`src/rtl/uart_rx_fifo.sv`:
```
// UART receiver with 16x oversampling, 3-sample majority vote and configurable framing,
// feeding a small FIFO that the host drains over a valid/ready interface.
module uart_rx_fifo #(
  parameter int DEPTH = 4
) (
  input  logic                     clk,
  input  logic                     rst,
  input  logic                     tick16,
  input  logic                     rx,
  input  logic [1:0]               data_len,
  input  logic                     parity_en,
  input  logic                     parity_even,
  input  logic                     stop_sel,
  output logic [7:0]               out_data,
  output logic                     out_perr,
  output logic                     out_ferr,
  output logic                     out_valid,
  input  logic                     out_ready,
  output logic                     overrun,
  input  logic                     clr_ovr,
  output logic                     brk,
  output logic                     rx_busy,
  output logic [$clog2(DEPTH):0]   fifo_level
);
  localparam int AW = $clog2(DEPTH);
  localparam logic [AW:0] PTR_ONE = 1;

  typedef enum logic [2:0] {IDLE, START, DATA, PARITY, STOP1, STOP2} state_t;

  state_t      state;
  logic        rx_meta, rx_s;
  logic [3:0]  ocnt;
  logic [2:0]  bit_idx;
  logic        s7, s8;
  logic [7:0]  data;
  logic        perr, ferr, par_bit;
  logic [1:0]  len_q;
  logic        pen_q, peven_q, stop_q;

  logic        majority, ferr_next, done;
  logic [9:0]  mem [DEPTH];
  logic [AW:0] wptr, rptr;
  logic        full, pop;

  assign majority  = (s7 & s8) | (s7 & rx_s) | (s8 & rx_s);
  assign ferr_next = ferr | ~majority;
  assign done      = tick16 && (ocnt == 4'd9) &&
                     ((state == STOP1 && !stop_q) || state == STOP2);
  assign rx_busy   = (state != IDLE);

  always_ff @(posedge clk or posedge rst) begin
    if (rst) begin
      rx_meta <= 1'b1;
      rx_s    <= 1'b1;
    end else begin
      rx_meta <= rx;
      rx_s    <= rx_meta;
    end
  end

  // Samples at ocnt 7 and 8 are held so the vote can complete with the live sample at ocnt 9.
  always_ff @(posedge clk or posedge rst) begin
    if (rst) begin
      state   <= IDLE;
      ocnt    <= '0;
      bit_idx <= '0;
      s7      <= 1'b1;
      s8      <= 1'b1;
      data    <= '0;
      perr    <= 1'b0;
      ferr    <= 1'b0;
      par_bit <= 1'b0;
      len_q   <= '0;
      pen_q   <= 1'b0;
      peven_q <= 1'b0;
      stop_q  <= 1'b0;
    end else if (tick16) begin
      ocnt <= ocnt + 4'd1;
      if (ocnt == 4'd7) s7 <= rx_s;
      if (ocnt == 4'd8) s8 <= rx_s;
      case (state)
        IDLE: begin
          ocnt <= '0;
          if (!rx_s) begin
            state   <= START;
            bit_idx <= '0;
            data    <= '0;
            perr    <= 1'b0;
            ferr    <= 1'b0;
            par_bit <= 1'b0;
            len_q   <= data_len;
            pen_q   <= parity_en;
            peven_q <= parity_even;
            stop_q  <= stop_sel;
          end
        end
        START: begin
          if (ocnt == 4'd9 && majority) state <= IDLE;
          else if (ocnt == 4'd15)       state <= DATA;
        end
        DATA: begin
          if (ocnt == 4'd9) data[bit_idx] <= majority;
          if (ocnt == 4'd15) begin
            if (bit_idx == 3'd4 + {1'b0, len_q}) state <= pen_q ? PARITY : STOP1;
            else bit_idx <= bit_idx + 3'd1;
          end
        end
        PARITY: begin
          if (ocnt == 4'd9) begin
            par_bit <= majority;
            perr    <= (majority != (peven_q ? ^data : ~^data));
          end
          if (ocnt == 4'd15) state <= STOP1;
        end
        // A single-stop frame ends mid-bit so an early next start bit can still be caught.
        STOP1: begin
          if (ocnt == 4'd9) begin
            ferr <= ferr_next;
            if (!stop_q) state <= IDLE;
          end else if (ocnt == 4'd15) begin
            state <= STOP2;
          end
        end
        STOP2: begin
          if (ocnt == 4'd9) begin
            ferr  <= ferr_next;
            state <= IDLE;
          end
        end
        default: state <= IDLE;
      endcase
    end
  end

  assign fifo_level = wptr - rptr;
  assign out_valid  = (wptr != rptr);
  assign full       = (wptr[AW] != rptr[AW]) && (wptr[AW-1:0] == rptr[AW-1:0]);
  assign pop        = out_valid && out_ready;
  assign {out_ferr, out_perr, out_data} = mem[rptr[AW-1:0]];

  // When full, a pop in the same cycle frees the slot the incoming frame overwrites.
  always_ff @(posedge clk or posedge rst) begin
    if (rst) begin
      wptr    <= '0;
      rptr    <= '0;
      overrun <= 1'b0;
      brk     <= 1'b0;
      for (int i = 0; i < DEPTH; i++) mem[i] <= '0;
    end else begin
      brk <= done && (data == 8'd0) && ferr_next && !par_bit;
      if (pop) rptr <= rptr + PTR_ONE;
      if (done && (!full || pop)) begin
        mem[wptr[AW-1:0]] <= {ferr_next, perr, data};
        wptr <= wptr + PTR_ONE;
      end
      if (done && full && !pop) overrun <= 1'b1;
      else if (clr_ovr)         overrun <= 1'b0;
    end
  end
endmodule

```
`config.mk`:
```
export PLATFORM = sky130hd
export DESIGN_NAME = uart_rx_fifo
export DESIGN_NICKNAME = d
export VERILOG_FILES = /design/src/rtl/uart_rx_fifo.sv
export SDC_FILE = /design/constraint.sdc
export NUM_CORES = 1
export LEC_CHECK = 0
export BUFFER_PORTS_ARGS = -buffer_cell sky130_fd_sc_hd__buf_2
export CORE_ASPECT_RATIO = 0.6
export CORE_MARGIN = 5
export CORE_UTILIZATION = 65
export CTS_CLUSTER_DIAMETER = 60
export CTS_CLUSTER_SIZE = 30
export DETAILED_ROUTE_END_ITERATION = 6
export GPL_TIMING_DRIVEN = 1
export PLACE_DENSITY = 0.86
export SETUP_SLACK_MARGIN = 0.1
export SYNTH_ARGS = -nofsm -noshare
export SYNTH_HDL_FRONTEND = slang
export SYNTH_SLANG_ARGS = --single-unit
```
`constraint.sdc`:
```
create_clock -name clk -period 4.37 [get_ports clk]
set_input_delay 0.437 -clock clk [delete_from_list [all_inputs] [get_ports clk]]
set_output_delay 0.437 -clock clk [all_outputs]
set_load 0.05 [all_outputs]
```
==> impl_metrics.csv <==
group,metric,value,unit
finish,insertedDiodeCount,0,
min_path,hp-class,"input port to flop",
floorplanning,die_height,70.6,µm
clock_network,ctsResizeCount,0,
placement,portBuffers,27,
synth,ys_types,54,
clock_network,h-tree-depth,3,
synth,synth_nets,356,
clock_network,cts_sinks,78,
synth,ys_seq_area_frac,0.492,
global_routing,overflow,0,
worst_setup_path,start_kind,"flop",
synth,synthFlopType,"dfrtp_1",
clock_network,cts-root-buf,"clkbuf_8",
floorplanning,io_pins,28,
worst_setup_path,cp_num_buf_inv,2,
power_and_ir_drop,p_sw,942,µW
clock_network,clk_pin_slew_worst_paths,0.08,ns
clock_network,clk_latency,0.35,ns
timing,grt_setup_unrepaired,"false",
synth,mappedNetlistArea,3980,µm²
drt,drc,0,
timing,worst_pin_slew,1.04,ns
clock_network,cts_tree,"built",
drt,ant_nets,0,
timing,relSlewSlack,0.302,
finish,final_nets,383,
global_routing,grt_pass1_wl,13700,µm
power_and_ir_drop,power.density,546,nW/µm²
timing,tns,0,ns
outcome,status,"completed",
timing,fin_crit_sh,0.634,
worst_setup_path,crit_path_top_delay_cell,"nor3_1",
worst_setup_path,path_max_fanout,22,
floorplanning,coreArea,6030,µm²
clock_network,cts_buffers,9,
finish,fin_cells,445,
synth,yosys.area.top_type_share,0.466,
worst_setup_path,critPathKind,"flop to primary output",
power_and_ir_drop,p_leak,0.00209,µW
synth,yosysTopAreaCell,"dfrtp_1",
floorplanning,dieWidth,111,µm
synth,ys_warn_count,0,
worst_setup_path,cpPeakStageDelay,0.76,ns
placement,dp_hpwl,5650,µm
worst_setup_path,path_delay_family,"simple AND/OR/NAND/NOR gates",
worst_setup_path,crit_required,3.93,ns
drt,num_vias,2669,
synth,synth_area_leaders,"dfrtp_1 47%, mux2_2 13%, mux4_2 5.7%",
synth,synth.avg_cell_area,12.1,µm²
worst_setup_path,endpoint_kind,"primary output",
floorplanning,rows,22,
placement,placed_cells,429,
floorplanning,die_area,7840,µm²
global_routing,antenna_found_initial,0,
placement,globalplace.congestion,0.866,
clock_network,post_cts_buffers,0,
synth,async_flop_share,1.00,
timing,period_needed,2.77,ns
timing,fmax,361,MHz
synth,synth_seq_cells,78,
drt,wl_per_cell,17.8,µm
worst_setup_path,crit_arrival,2.33,ns
synth,synth_edf_count,0,
drt,drt_iter0_markers,165,
timing,finClkSkew,0.00899,ns
power_and_ir_drop,p_clk_frac,0.220,
power_and_ir_drop,seq_power_share,0.447,
finish,area_delta_synth_final,9.50,%
global_routing,track_usage,0.222,
finish,drive_above_1_share,0.310,
synth,syn_inst,329,
run,cap_violations,0,
power_and_ir_drop,power,2380,µW
clock_network,cts-hold-fix-buffers,0,
timing,slew_viol_final,0,
power_and_ir_drop,pwr-share-comb,0.332,
global_routing,first_global_vias,2611,
power_and_ir_drop,internal_power,1440,µW
timing,setup_viol,0,
worst_setup_path,crit_chain,"nor3_1 -> inv_1 -> buf_2",
clock_network,clock_path_buffers,2,
global_routing,grt_max_degree,52,
power_and_ir_drop,peakVddDrop,0.000381,V
timing,hold_viol_final,0,
floorplanning,start_util,0.660,
power_and_ir_drop,swShare,0.396,
drt,via_per_inst,6.00,
drt,drt-pass1-iter-count,4,
drt,wirelength,7940,µm
==> stage by stage <==
| stage | worst slack, ns | util | instance area, µm² | hold slack [ns] |
|---|---|---|---|---|
| 3_3_place_gp | 1.99 | 0.691 | 4170 | 0.347 |
| 2_1_floorplan | 1.94 | - | 3980 | 0.345 |
| 3_5_place_dp | 1.91 | 0.691 | 4170 | 0.354 |
| 5_1_grt | 1.51 | 0.722 | 4360 | 0.164 |
| 4_1_cts | 1.67 | 0.722 | 4360 | 0.174 |
| 6_report | 1.60 | 0.722 | 4360 | 0.189 |
==> logic make-up after synthesis <==
logic type / Yosys count / share of synthesized area
muxes: 61 / 0.202
DFF: 78 / 0.492
xor gates and xnor gates: 14 / 0.0308
buffers and inverters: 33 / 0.0349
AOI/OAI and AO/OA: 52 / 0.0824
and+or+nand+nor: 74 / 0.103
adders and majority gates: 17 / 0.0547
==> metal layers <==
layer  routed length [µm]  global-route usage  vias to the layer above
li1                     -                   -                     1231
met1                 3800               0.334                     1346
met2                 3510               0.313                       84
met3                  546              0.0769                        8
met4                   82              0.0478                        0
met5                    0                   0                        -
==> cells in the mapped netlist, drive strengths merged (3+ instances only) <==
library cell / number
nand2b: 7
dfrtp: 74
nor2b: 6
o22ai: 3
ha: 15
clkbuf: 5
nand2: 17
o21ai: 25
and3: 3
nand3b: 4
nor2: 14
xnor2: 12
buf: 7
a22oi: 3
inv: 21
mux2: 49
nand3: 10
a21oi: 6
mux4: 10
dfstp: 4
==> layout make-up <==
class                      instances  area [µm²]
multi-input combinational        218        1880
clock buffer                      10         128
inverter                          21        78.8
tap                               84         105
sequential                        78        1960
fill                             415        1670
timing repair buffer              28         143
clock inverter                     6        62.6
==> registers in the layout, indices dropped and copies added, names as in the netlist, 2 cells and up <==
| register | count |
|---|---|
| ocnt | 4 |
| len_q | 2 |
| state | 3 |
| mem | 40 |
| rptr | 3 |
| wptr | 3 |
| data | 8 |
| bit_idx | 3 |
==> power by group through the flow <==
stage | clock (µW) | combinational (µW) | sequential, µW
global route | 566 | 875 | 1090
floorplan | 0 | 741 | 933
detailed placement | 0 | 785 | 1080
global placement | 0 | 757 | 1060
CTS | 535 | 790 | 1060
finish | 524 | 791 | 1060
==> worst paths after layout <==
check                          from         end  slack [ns]  depth (start not counted)
max                        state[1]     rx_busy        1.60                          3
min                              rx     rx_meta        0.19                          1
max reg2reg                 ocnt[1]      mem[9]        1.92                          7
min reg2reg                 rx_meta        rx_s        0.36                          0
max in group asynchronous       rst  bit_idx[1]        3.07                          3
min in group asynchronous       rst         brk        0.33                          2
==> cell usage in the layout, fill, tap and decap left out, types with 3 or more instances in the layout <==
master,netlist,layout
a21oi_1,6,6
nor2b_1,6,6
ha_1,15,15
nand3_1,9,9
o21ai_0,23,23
mux4_2,10,10
buf_2,3,27
nor2_1,13,13
nand3b_1,4,4
o22ai_1,3,3
dfrtp_1,74,74
mux2_2,45,45
nand2_2,4,4
xnor2_1,12,12
inv_1,21,20
nand2b_1,7,7
and3_1,3,3
clkbuf_8,0,9
a22oi_1,3,3
dfstp_2,4,4
nand2_1,13,13
clkinvlp_4,0,3
No activity file was read; power rests on OpenSTA's default activity.
